===== src/rtl/led_chase_ctrl.sv =====
// led_chase_ctrl: 4-LED chase sequencer with run/pause/idle control.
// A prescaler derived from CLK_DIV and speed paces the pattern advances in RUN.
// While paused, single steps are taken on step_req.
// Optional build macro LED_ACTIVE_LOW_EN inverts the LED drive. Reset and IDLE
// then drive 1111.
module led_chase_ctrl #(
  parameter int CLK_DIV = 50000000,
  parameter int DIV_W   = 26
) (
  input  logic       clk,
  input  logic       reset,
  input  logic       run,
  input  logic       clear,
  input  logic       step_req,
  input  logic [1:0] mode,
  input  logic [1:0] speed,
  output logic [3:0] led_io,
  output logic [1:0] state_o,
  output logic       step_pulse,
  output logic       wrap
);

  localparam int CNT_W = DIV_W + 3;
  localparam logic [CNT_W-1:0] DIV_BASE = CNT_W'(CLK_DIV);

`ifdef LED_ACTIVE_LOW_EN
  localparam logic [3:0] LED_POL = 4'b1111;
`else
  localparam logic [3:0] LED_POL = 4'b0000;
`endif

  typedef enum logic [1:0] {
    IDLE  = 2'b00,
    RUN   = 2'b01,
    PAUSE = 2'b10
  } state_t;

  state_t           state_q, state_d;
  logic [CNT_W-1:0] cnt_q, cnt_d;
  logic [CNT_W-1:0] term_val;
  logic             term_hit;
  logic [3:0]       pat_q, pat_d;
  logic             dir_q, dir_d;
  logic [1:0]       mode_q, mode_d;
  logic             step_q, step_d;
  logic             wrap_q, wrap_d;
  logic [3:0]       led_q, led_d;

  logic [3:0]       adv_pat;
  logic             adv_dir;
  logic             adv_wrap;

  // Start value of each pattern; only ring-right begins at the top LED.
  function automatic logic [3:0] start_of(input logic [1:0] m);
    return (m == 2'b01) ? 4'b1000 : 4'b0001;
  endfunction

  // The terminal value follows speed live, so a larger count is also terminal.
  assign term_val = (DIV_BASE << speed) - CNT_W'(1);
  assign term_hit = (cnt_q >= term_val);

  // Candidate next pattern for one advance; illegal values fall back to the start value.
  always_comb begin
    adv_pat = start_of(mode_q);
    adv_dir = 1'b0;
    case (mode_q)
      2'b00: begin
        case (pat_q)
          4'b0001: adv_pat = 4'b0010;
          4'b0010: adv_pat = 4'b0100;
          4'b0100: adv_pat = 4'b1000;
          default: adv_pat = 4'b0001;
        endcase
      end
      2'b01: begin
        case (pat_q)
          4'b1000: adv_pat = 4'b0100;
          4'b0100: adv_pat = 4'b0010;
          4'b0010: adv_pat = 4'b0001;
          default: adv_pat = 4'b1000;
        endcase
      end
      2'b10: begin
        // dir 0 walks up, dir 1 walks down. The direction flips on reaching an end,
        // so neither end value is ever shown twice in a row.
        if (!dir_q) begin
          case (pat_q)
            4'b0001: begin adv_pat = 4'b0010; adv_dir = 1'b0; end
            4'b0010: begin adv_pat = 4'b0100; adv_dir = 1'b0; end
            4'b0100: begin adv_pat = 4'b1000; adv_dir = 1'b1; end
            default: begin adv_pat = 4'b0001; adv_dir = 1'b0; end
          endcase
        end else begin
          case (pat_q)
            4'b1000: begin adv_pat = 4'b0100; adv_dir = 1'b1; end
            4'b0100: begin adv_pat = 4'b0010; adv_dir = 1'b1; end
            4'b0010: begin adv_pat = 4'b0001; adv_dir = 1'b0; end
            default: begin adv_pat = 4'b0001; adv_dir = 1'b0; end
          endcase
        end
      end
      default: begin
        case (pat_q)
          4'b0000, 4'b0001, 4'b0011, 4'b0111,
          4'b1111, 4'b1110, 4'b1100, 4'b1000: adv_pat = {pat_q[2:0], ~pat_q[3]};
          default:                            adv_pat = 4'b0001;
        endcase
      end
    endcase
    adv_wrap = (adv_pat == start_of(mode_q));
  end

  // Control FSM next-state logic, with priority clear > run > step_req.
  always_comb begin
    state_d = state_q;
    cnt_d   = cnt_q;
    pat_d   = pat_q;
    dir_d   = dir_q;
    mode_d  = mode_q;
    step_d  = 1'b0;
    wrap_d  = 1'b0;
    case (state_q)
      IDLE: begin
        cnt_d = '0;
        pat_d = 4'b0000;
        dir_d = 1'b0;
        if (!clear && run) begin
          state_d = RUN;
          mode_d  = mode;
          pat_d   = start_of(mode);
        end
      end
      RUN: begin
        if (clear) begin
          state_d = IDLE;
          cnt_d   = '0;
          pat_d   = 4'b0000;
          dir_d   = 1'b0;
        end else begin
          if (term_hit) begin
            cnt_d  = '0;
            pat_d  = adv_pat;
            dir_d  = adv_dir;
            step_d = 1'b1;
            wrap_d = adv_wrap;
          end else begin
            cnt_d = cnt_q + CNT_W'(1);
          end
          if (!run) begin
            state_d = PAUSE;
            cnt_d   = '0;
          end
        end
      end
      PAUSE: begin
        cnt_d = '0;
        if (clear) begin
          state_d = IDLE;
          pat_d   = 4'b0000;
          dir_d   = 1'b0;
        end else if (run) begin
          state_d = RUN;
        end else if (step_req) begin
          pat_d  = adv_pat;
          dir_d  = adv_dir;
          step_d = 1'b1;
          wrap_d = adv_wrap;
        end
      end
      default: begin
        state_d = IDLE;
        cnt_d   = '0;
        pat_d   = 4'b0000;
        dir_d   = 1'b0;
      end
    endcase
    led_d = pat_d ^ LED_POL;
  end

  // State, prescaler, pattern and registered outputs, with asynchronous reset.
  always_ff @(posedge clk or posedge reset) begin
    if (reset) begin
      state_q <= IDLE;
      cnt_q   <= '0;
      pat_q   <= 4'b0000;
      dir_q   <= 1'b0;
      mode_q  <= 2'b00;
      step_q  <= 1'b0;
      wrap_q  <= 1'b0;
      led_q   <= LED_POL;
    end else begin
      state_q <= state_d;
      cnt_q   <= cnt_d;
      pat_q   <= pat_d;
      dir_q   <= dir_d;
      mode_q  <= mode_d;
      step_q  <= step_d;
      wrap_q  <= wrap_d;
      led_q   <= led_d;
    end
  end

  assign led_io     = led_q;
  assign state_o    = state_q;
  assign step_pulse = step_q;
  assign wrap       = wrap_q;

endmodule

===== config.mk =====
export PLATFORM = sky130hd
export DESIGN_NAME = led_chase_ctrl
export DESIGN_NICKNAME = d
export VERILOG_FILES = /design/src/rtl/led_chase_ctrl.sv
export SDC_FILE = /design/constraint.sdc
export NUM_CORES = 1
export LEC_CHECK = 0
export CAP_MARGIN = 0
export CORE_UTILIZATION = 45
export DETAILED_ROUTE_END_ITERATION = 7
export PLACE_DENSITY = 0.66
export SYNTH_ARGS = -nofsm -noshare
export SYNTH_HDL_FRONTEND = slang
export SYNTH_SLANG_ARGS = --single-unit

===== constraint.sdc =====
create_clock -name clk -period 2.8 [get_ports clk]
set_input_delay 0.42 -clock clk [delete_from_list [all_inputs] [get_ports clk]]
set_output_delay 0.42 -clock clk [all_outputs]
set_load 0.05 [all_outputs]

======== Yosys cells after proc, flatten, opt, wreduce, memory -nomap -nowiden ========
Cells that the tools add are included.
storage, ports and cells
  register bits after elaboration ......... 40
  output and inout port bits .............. 8
  word-level logic and storage cells ...... 90
operators by class
  $add $sub $neg .......................... 2
  $lt $le $gt $ge ......................... 1
  eq/ne operators ......................... 21
  shifts and indexed selects .............. 1
  multiplexer cells ....................... 47
  bitwise gates (word level) .............. 1
  reduce and logical (&&, ||, !) cells .... 10
operators by type and width
  kind                   number
  $mux 29                4
  $pmux 4 s3             4
  $mux 4                 10
  $add 29x1->29 const B  1
  $ge 29x29->1           1
  $shl 26x2->29 const A  1
  $sub 29x1->29 const B  1
  $mux 1                 19
  $eq 4x4->1 const B     4
  $ne 3x3->1 const B     5
  $mux 2                 5
  $eq 4x2->1 const B     2
  $eq 4x3->1 const B     2
  $reduce_or 8->1        1
  $eq 2x1->1 const B     3
  $pmux 1 s2             3
  $pmux 2 s3             1
  $pmux 3 s2             1
  $reduce_and 3->1       2
  $eq 2x2->1 const B     2
  $eq 4x1->1 const B     1
  $eq 4x4->1             1
  $logic_not 2->1        2
  $logic_not 4->1        1
  other kinds (6)        6

======== Longest topological paths before layout ========
  depth after elaboration ................. 9
  depth in mapped cells ................... 14
  depth with buffers taken out ............ 11

======== Least setup slack after synthesis ========
OpenSTA, ideal clock, no wires.
  path kind ............................... input to register
  start point ............................. in speed[1]
  end point ............................... reg cnt_q[25]
  library setup time ...................... 0.071 ns
  data arrival time ....................... 2.629 ns
  slack ................................... 0.100 ns
  cell stages on the path ................. 11
  path buffers ............................ 2
  cell sequence ........................... nor2_1 inv_1 ha_1 a2111o_1 a211o_1 a311oi_1 nand4b_1 nand4_1 buf_2 buf_6 nor2_1
on the way
  word-level cells in the longest chain between the ends .. 7
RTL lines
  what                  RTL line  text
  start, declared       16        input logic [1:0] speed,
  $shl 26x2->29         59        assign term_val = (DIV_BASE << speed) - CNT_W'(1);
  $sub 29x1->29         59
  $ge 29x29->1          60        assign term_hit = (cnt_q >= term_val);
  $mux 29               140       if (term_hit) begin
  $mux 29               149       if (!run) begin
  $mux 29               134       if (clear) begin
  $mux 29               122       case (state_q)
  net cnt_d[25]         39        logic [CNT_W-1:0] cnt_q, cnt_d;
  end signal, assigned  193       cnt_q <= cnt_d;
  end, declared         39
The timed path passes the listed nets, and every way through them passes these cells.
A chain may end at the register's enable or synchronous reset.

======== Final worst setup path ========
  start point ............................. in speed[1]
  end point ............................... reg led_q[0], in the netlist led_io[0]
on the way
  word-level cells in the longest chain between the ends .. 5
RTL lines
  what                               RTL line  text
  $shl 26x2->29                      59
  $sub 29x1->29                      59
  $ge 29x29->1                       60
  $ne 3x3->1 (no source line)        --
  $reduce_and 3->1 (no source line)  --
  end signal, assigned               199       led_q <= led_d;
  end, declared                      47        logic [3:0] led_q, led_d;
Every way passes these cells.

==> results.json <==
{
  "power.share.switching_pct": 38.4,
  "cp_data_required_time_ns": 2.98,
  "grt-ovfl-total": 0,
  "dieHeight_um": 82.2,
  "detailed_place.area_mm2": 0.00323,
  "post_synth.cell_area_avg_um2": 8.81,
  "final_total_power_mw": 1.73,
  "psw_uw": 666,
  "cts.reportedPaths.clkPinSlew_ns": 0.08,
  "power.combinational.fraction_pct": 38.8,
  "finalCriticalPeriod_ns": 2.64,
  "yosysMostFrequentCell": "sky130_fd_sc_hd__nor2_1",
  "max-clock-path-buffers": 2,
  "slew_headroom_pct": 66.4,
  "grt_max_degree": 41,
  "grt.total_usage_pct": 20.9,
  "synth-seq-cells": 40,
  "detail_route.wirelength_um": 6500,
  "report.final.setup_viol": 0,
  "ys_dominant_reg_cell": "sky130_fd_sc_hd__dfrtp_1",
  "design.die.area_mm2": 0.00676,
  "vias_in_the_first_global_route": 2394,
  "die_width_um": 82.2,
  "half_perimeter_wire_length_after_placement_um": 4620,
  "critical_path_class": "in2reg",
  "setup_slack_ns": 0.163,
  "post_synth_edffs": 0,
  "floorplan.io_pins": 17,
  "num_rows": 28,
  "routed_via_density": 5.67,
  "outcome": "complete, no violations",
  "core-area_mm2": 0.00606,
  "finalHoldViolCount": 0,
  "gp_routability_congestion": 0.856,
  "peak_supply_drop_v": 0.000251,
  "postLayoutCellArea_mm2": 0.00335,
  "yosys.area.top_type_share_pct": 34.5,
  "netlist_top_cells_area": "sky130_fd_sc_hd__dfrtp_1 (35%), sky130_fd_sc_hd__ha_1 (11%), sky130_fd_sc_hd__nor2_1 (6.7%)",
  "n_fill_cell": 542,
  "clock_sink_count": 40,
  "synthesis.yosys.warnings": 0,
  "fin_worst_skew_ns": 0.00667,
  "timing.critical_path.fanout_max": 5,
  "clock_tree.htree_level_count": 2,
  "max-cap-violations": 0,
  "synth_common_cells": "sky130_fd_sc_hd__nor2_1 (52), sky130_fd_sc_hd__dfrtp_1 (40), sky130_fd_sc_hd__ha_1 (25), sky130_fd_sc_hd__nand2_1 (20)",
  "cp_data_arrival_time_ns": 2.82,
  "cts-buffers-inserted": 5,
  "insertion_delay_ns": 0.29,
  "postSynth.asyncResetShare_pct": 100,
  "detail_route.wl_per_cell_um": 14.9,
  "via_count": 2478,
  "tritoncts": "done",
  "antenna_violations_before_repair": 0,
  "report.final.slew_viol_count": 0,
  "root_buffer": "sky130_fd_sc_hd__clkbuf_8",
  "fin_hold_ws_ns": 0.485,
  "stdcell_count": 437,
  "design.final.nets": 396,
  "grt_setup_unrepaired": "no",
  "number_of_routed_nets_with_antenna_violations": 0,
  "setup_total_negative_slack_ns": 0,
  "p_leak_nw": 1.46,
  "r2r_setup_slack_ns": 0.32,
  "yosys.cell_types.count": 50,
  "power_report.internal_total_mw": 1.07,
  "detail_route.iter0.violations": 119,
  "synth_largest_area_cell": "sky130_fd_sc_hd__dfrtp_1",
  "seqPwrFrac_pct": 39.9,
  "antennaDiodeCount": 0,
  "powerDensity_mw_per_mm2": 517,
  "clkPwrFrac_pct": 21.3,
  "setup.worst_path.start_class": "input port",
  "initial_utilization_pct": 47.8,
  "mappedNetlistArea_mm2": 0.00290,
  "drive_above_1_share_pct": 12.4,
  "synthesis.instances": 329,
  "place_inst": 426,
  "worst_setup_path_end_kind": "flip-flop",
  "drc": 0,
  "clock.fmax_mhz": 379,
  "wire_length_of_the_first_global_routing_pass_um": 10800,
  "drt_pre_antenna_iters": 4,
  "synth_seq_area_share_pct": 34.5,
  "fin_crit_sh_pct": 94.2,
  "holdCritPathClass": "reg2reg",
  "worst_slew_pin_tran_ns": 0.505,
  "pre_cts_slack_ns": -0.553,
  "port_buffers": 16,
  "synthToLayoutAreaGrowth_pct": 15.8,
  "fin_util_pct": 55.3
}
[per-layer routing]
metal	vias up	global-route usage [%]	share of wire [%]
met1	1185	27.3	45
met4	0	7.72	2.3
li1	1226	-	-
met2	53	34.5	49
met5	-	0	0
met3	14	3.63	3.3
[registers in the layout (all words and copies together), names as in the netlist]
register    flops
cnt_q          29
led_io          4
mode_q          2
state_o         2
dir_q           1
step_pulse      1
wrap            1
[layout make-up]
class / count / area (um2) / share of cell area, %
multi-input cells: 260 / 1790 / 53.5
flip-flops and latches: 40 / 1000 / 29.8
repair buffers: 39 / 328 / 9.77
well taps: 75 / 93.8 / 2.80
clock buffers: 6 / 72.6 / 2.16
inverters: 16 / 60.1 / 1.79
clock inverters: 1 / 5.00 / 0.149
[path summary, 6_finish.rpt]
kind,startpoint,end,cells past startpoint
hold / removal,cnt_q[0],cnt_q[0],1
setup / recovery,speed[1],led_io[0],13
max in group asynchronous,reset,cnt_q[16],3
setup reg to reg,cnt_q[11],led_io[0],8
min in group asynchronous,reset,step_pulse,3
hold reg to reg,cnt_q[0],cnt_q[0],1
[critical path: stages]
cell                       delay (ns)
sky130_fd_sc_hd__clkbuf_2        0.15
sky130_fd_sc_hd__nor2_2          0.07
sky130_fd_sc_hd__inv_1           0.08
sky130_fd_sc_hd__ha_1            0.16
sky130_fd_sc_hd__nand2b_1        0.06
sky130_fd_sc_hd__ha_1            0.19
sky130_fd_sc_hd__a2111o_1        0.43
sky130_fd_sc_hd__a211o_1         0.28
sky130_fd_sc_hd__a311oi_1        0.19
sky130_fd_sc_hd__nand4b_1        0.19
sky130_fd_sc_hd__buf_4           0.14
sky130_fd_sc_hd__a31oi_4         0.12
sky130_fd_sc_hd__mux2_4          0.33
[placed cells by master, fill, tap and decap left out, types with 2 or more instances in the layout]
master and n:
sky130_fd_sc_hd__nor2_1 51, sky130_fd_sc_hd__dfrtp_1 40, sky130_fd_sc_hd__ha_1 25, sky130_fd_sc_hd__nand2_1 20
sky130_fd_sc_hd__buf_4 20, sky130_fd_sc_hd__inv_1 16, sky130_fd_sc_hd__xor2_1 16, sky130_fd_sc_hd__nand3_1 16
sky130_fd_sc_hd__xnor2_1 15, sky130_fd_sc_hd__clkdlybuf4s50_1 14, sky130_fd_sc_hd__a21oi_1 9, sky130_fd_sc_hd__nand4_1 9
sky130_fd_sc_hd__o21ai_0 7, sky130_fd_sc_hd__nor2b_1 7, sky130_fd_sc_hd__nand2b_1 7, sky130_fd_sc_hd__nor3_1 7
sky130_fd_sc_hd__mux2_2 7, sky130_fd_sc_hd__clkbuf_8 5, sky130_fd_sc_hd__o31ai_1 4, sky130_fd_sc_hd__o21a_1 4
sky130_fd_sc_hd__and3_1 4, sky130_fd_sc_hd__and4_1 4, sky130_fd_sc_hd__o22ai_1 3, sky130_fd_sc_hd__or3_1 3
sky130_fd_sc_hd__and2_1 3, sky130_fd_sc_hd__nor4_1 3, sky130_fd_sc_hd__o211ai_1 2, sky130_fd_sc_hd__a31oi_1 2
sky130_fd_sc_hd__a21o_1 2, sky130_fd_sc_hd__a211oi_1 2, sky130_fd_sc_hd__a311o_1 2, sky130_fd_sc_hd__a2111o_1 2
sky130_fd_sc_hd__a211o_1 2, sky130_fd_sc_hd__nand4b_1 2, sky130_fd_sc_hd__conb_1 2, sky130_fd_sc_hd__clkbuf_2 2
sky130_fd_sc_hd__buf_6 2
[logic make-up (layout without fill, tap and decap cells)]
kind of cell | Yosys count | in the layout | share of synthesized area (%)
AOI/OAI and AO/OA | 52 | 52 | 13.3
xor gates and xnor gates | 31 | 31 | 9.37
adders and majority gates | 25 | 25 | 10.8
buffers and inverters | 30 | 62 | 4.45
DFF | 40 | 40 | 34.5
muxes | 9 | 9 | 3.45
other | 1 | 2 | 0.129
and+or+nand+nor | 141 | 141 | 23.9
[power groups by stage]
stage / sequential [mW] / clock [mW] / combinational, mW
floorplan: 0.741 / 0 / 0.428
global placement: 0.699 / 0 / 0.639
detailed placement: 0.702 / 0 / 0.649
CTS: 0.690 / 0.381 / 0.658
global route: 0.703 / 0.402 / 0.744
finish: 0.692 / 0.369 / 0.672
[what timing repair did]
action,4_1_cts,5_1_grt
gates cloned,0,1
setup endpoints to repair,34,36
pin swaps,1,4
setup buffers,1,2
hold buffers,0,0
gates resized for setup,6,7
(Power assumes the default switching activity.)
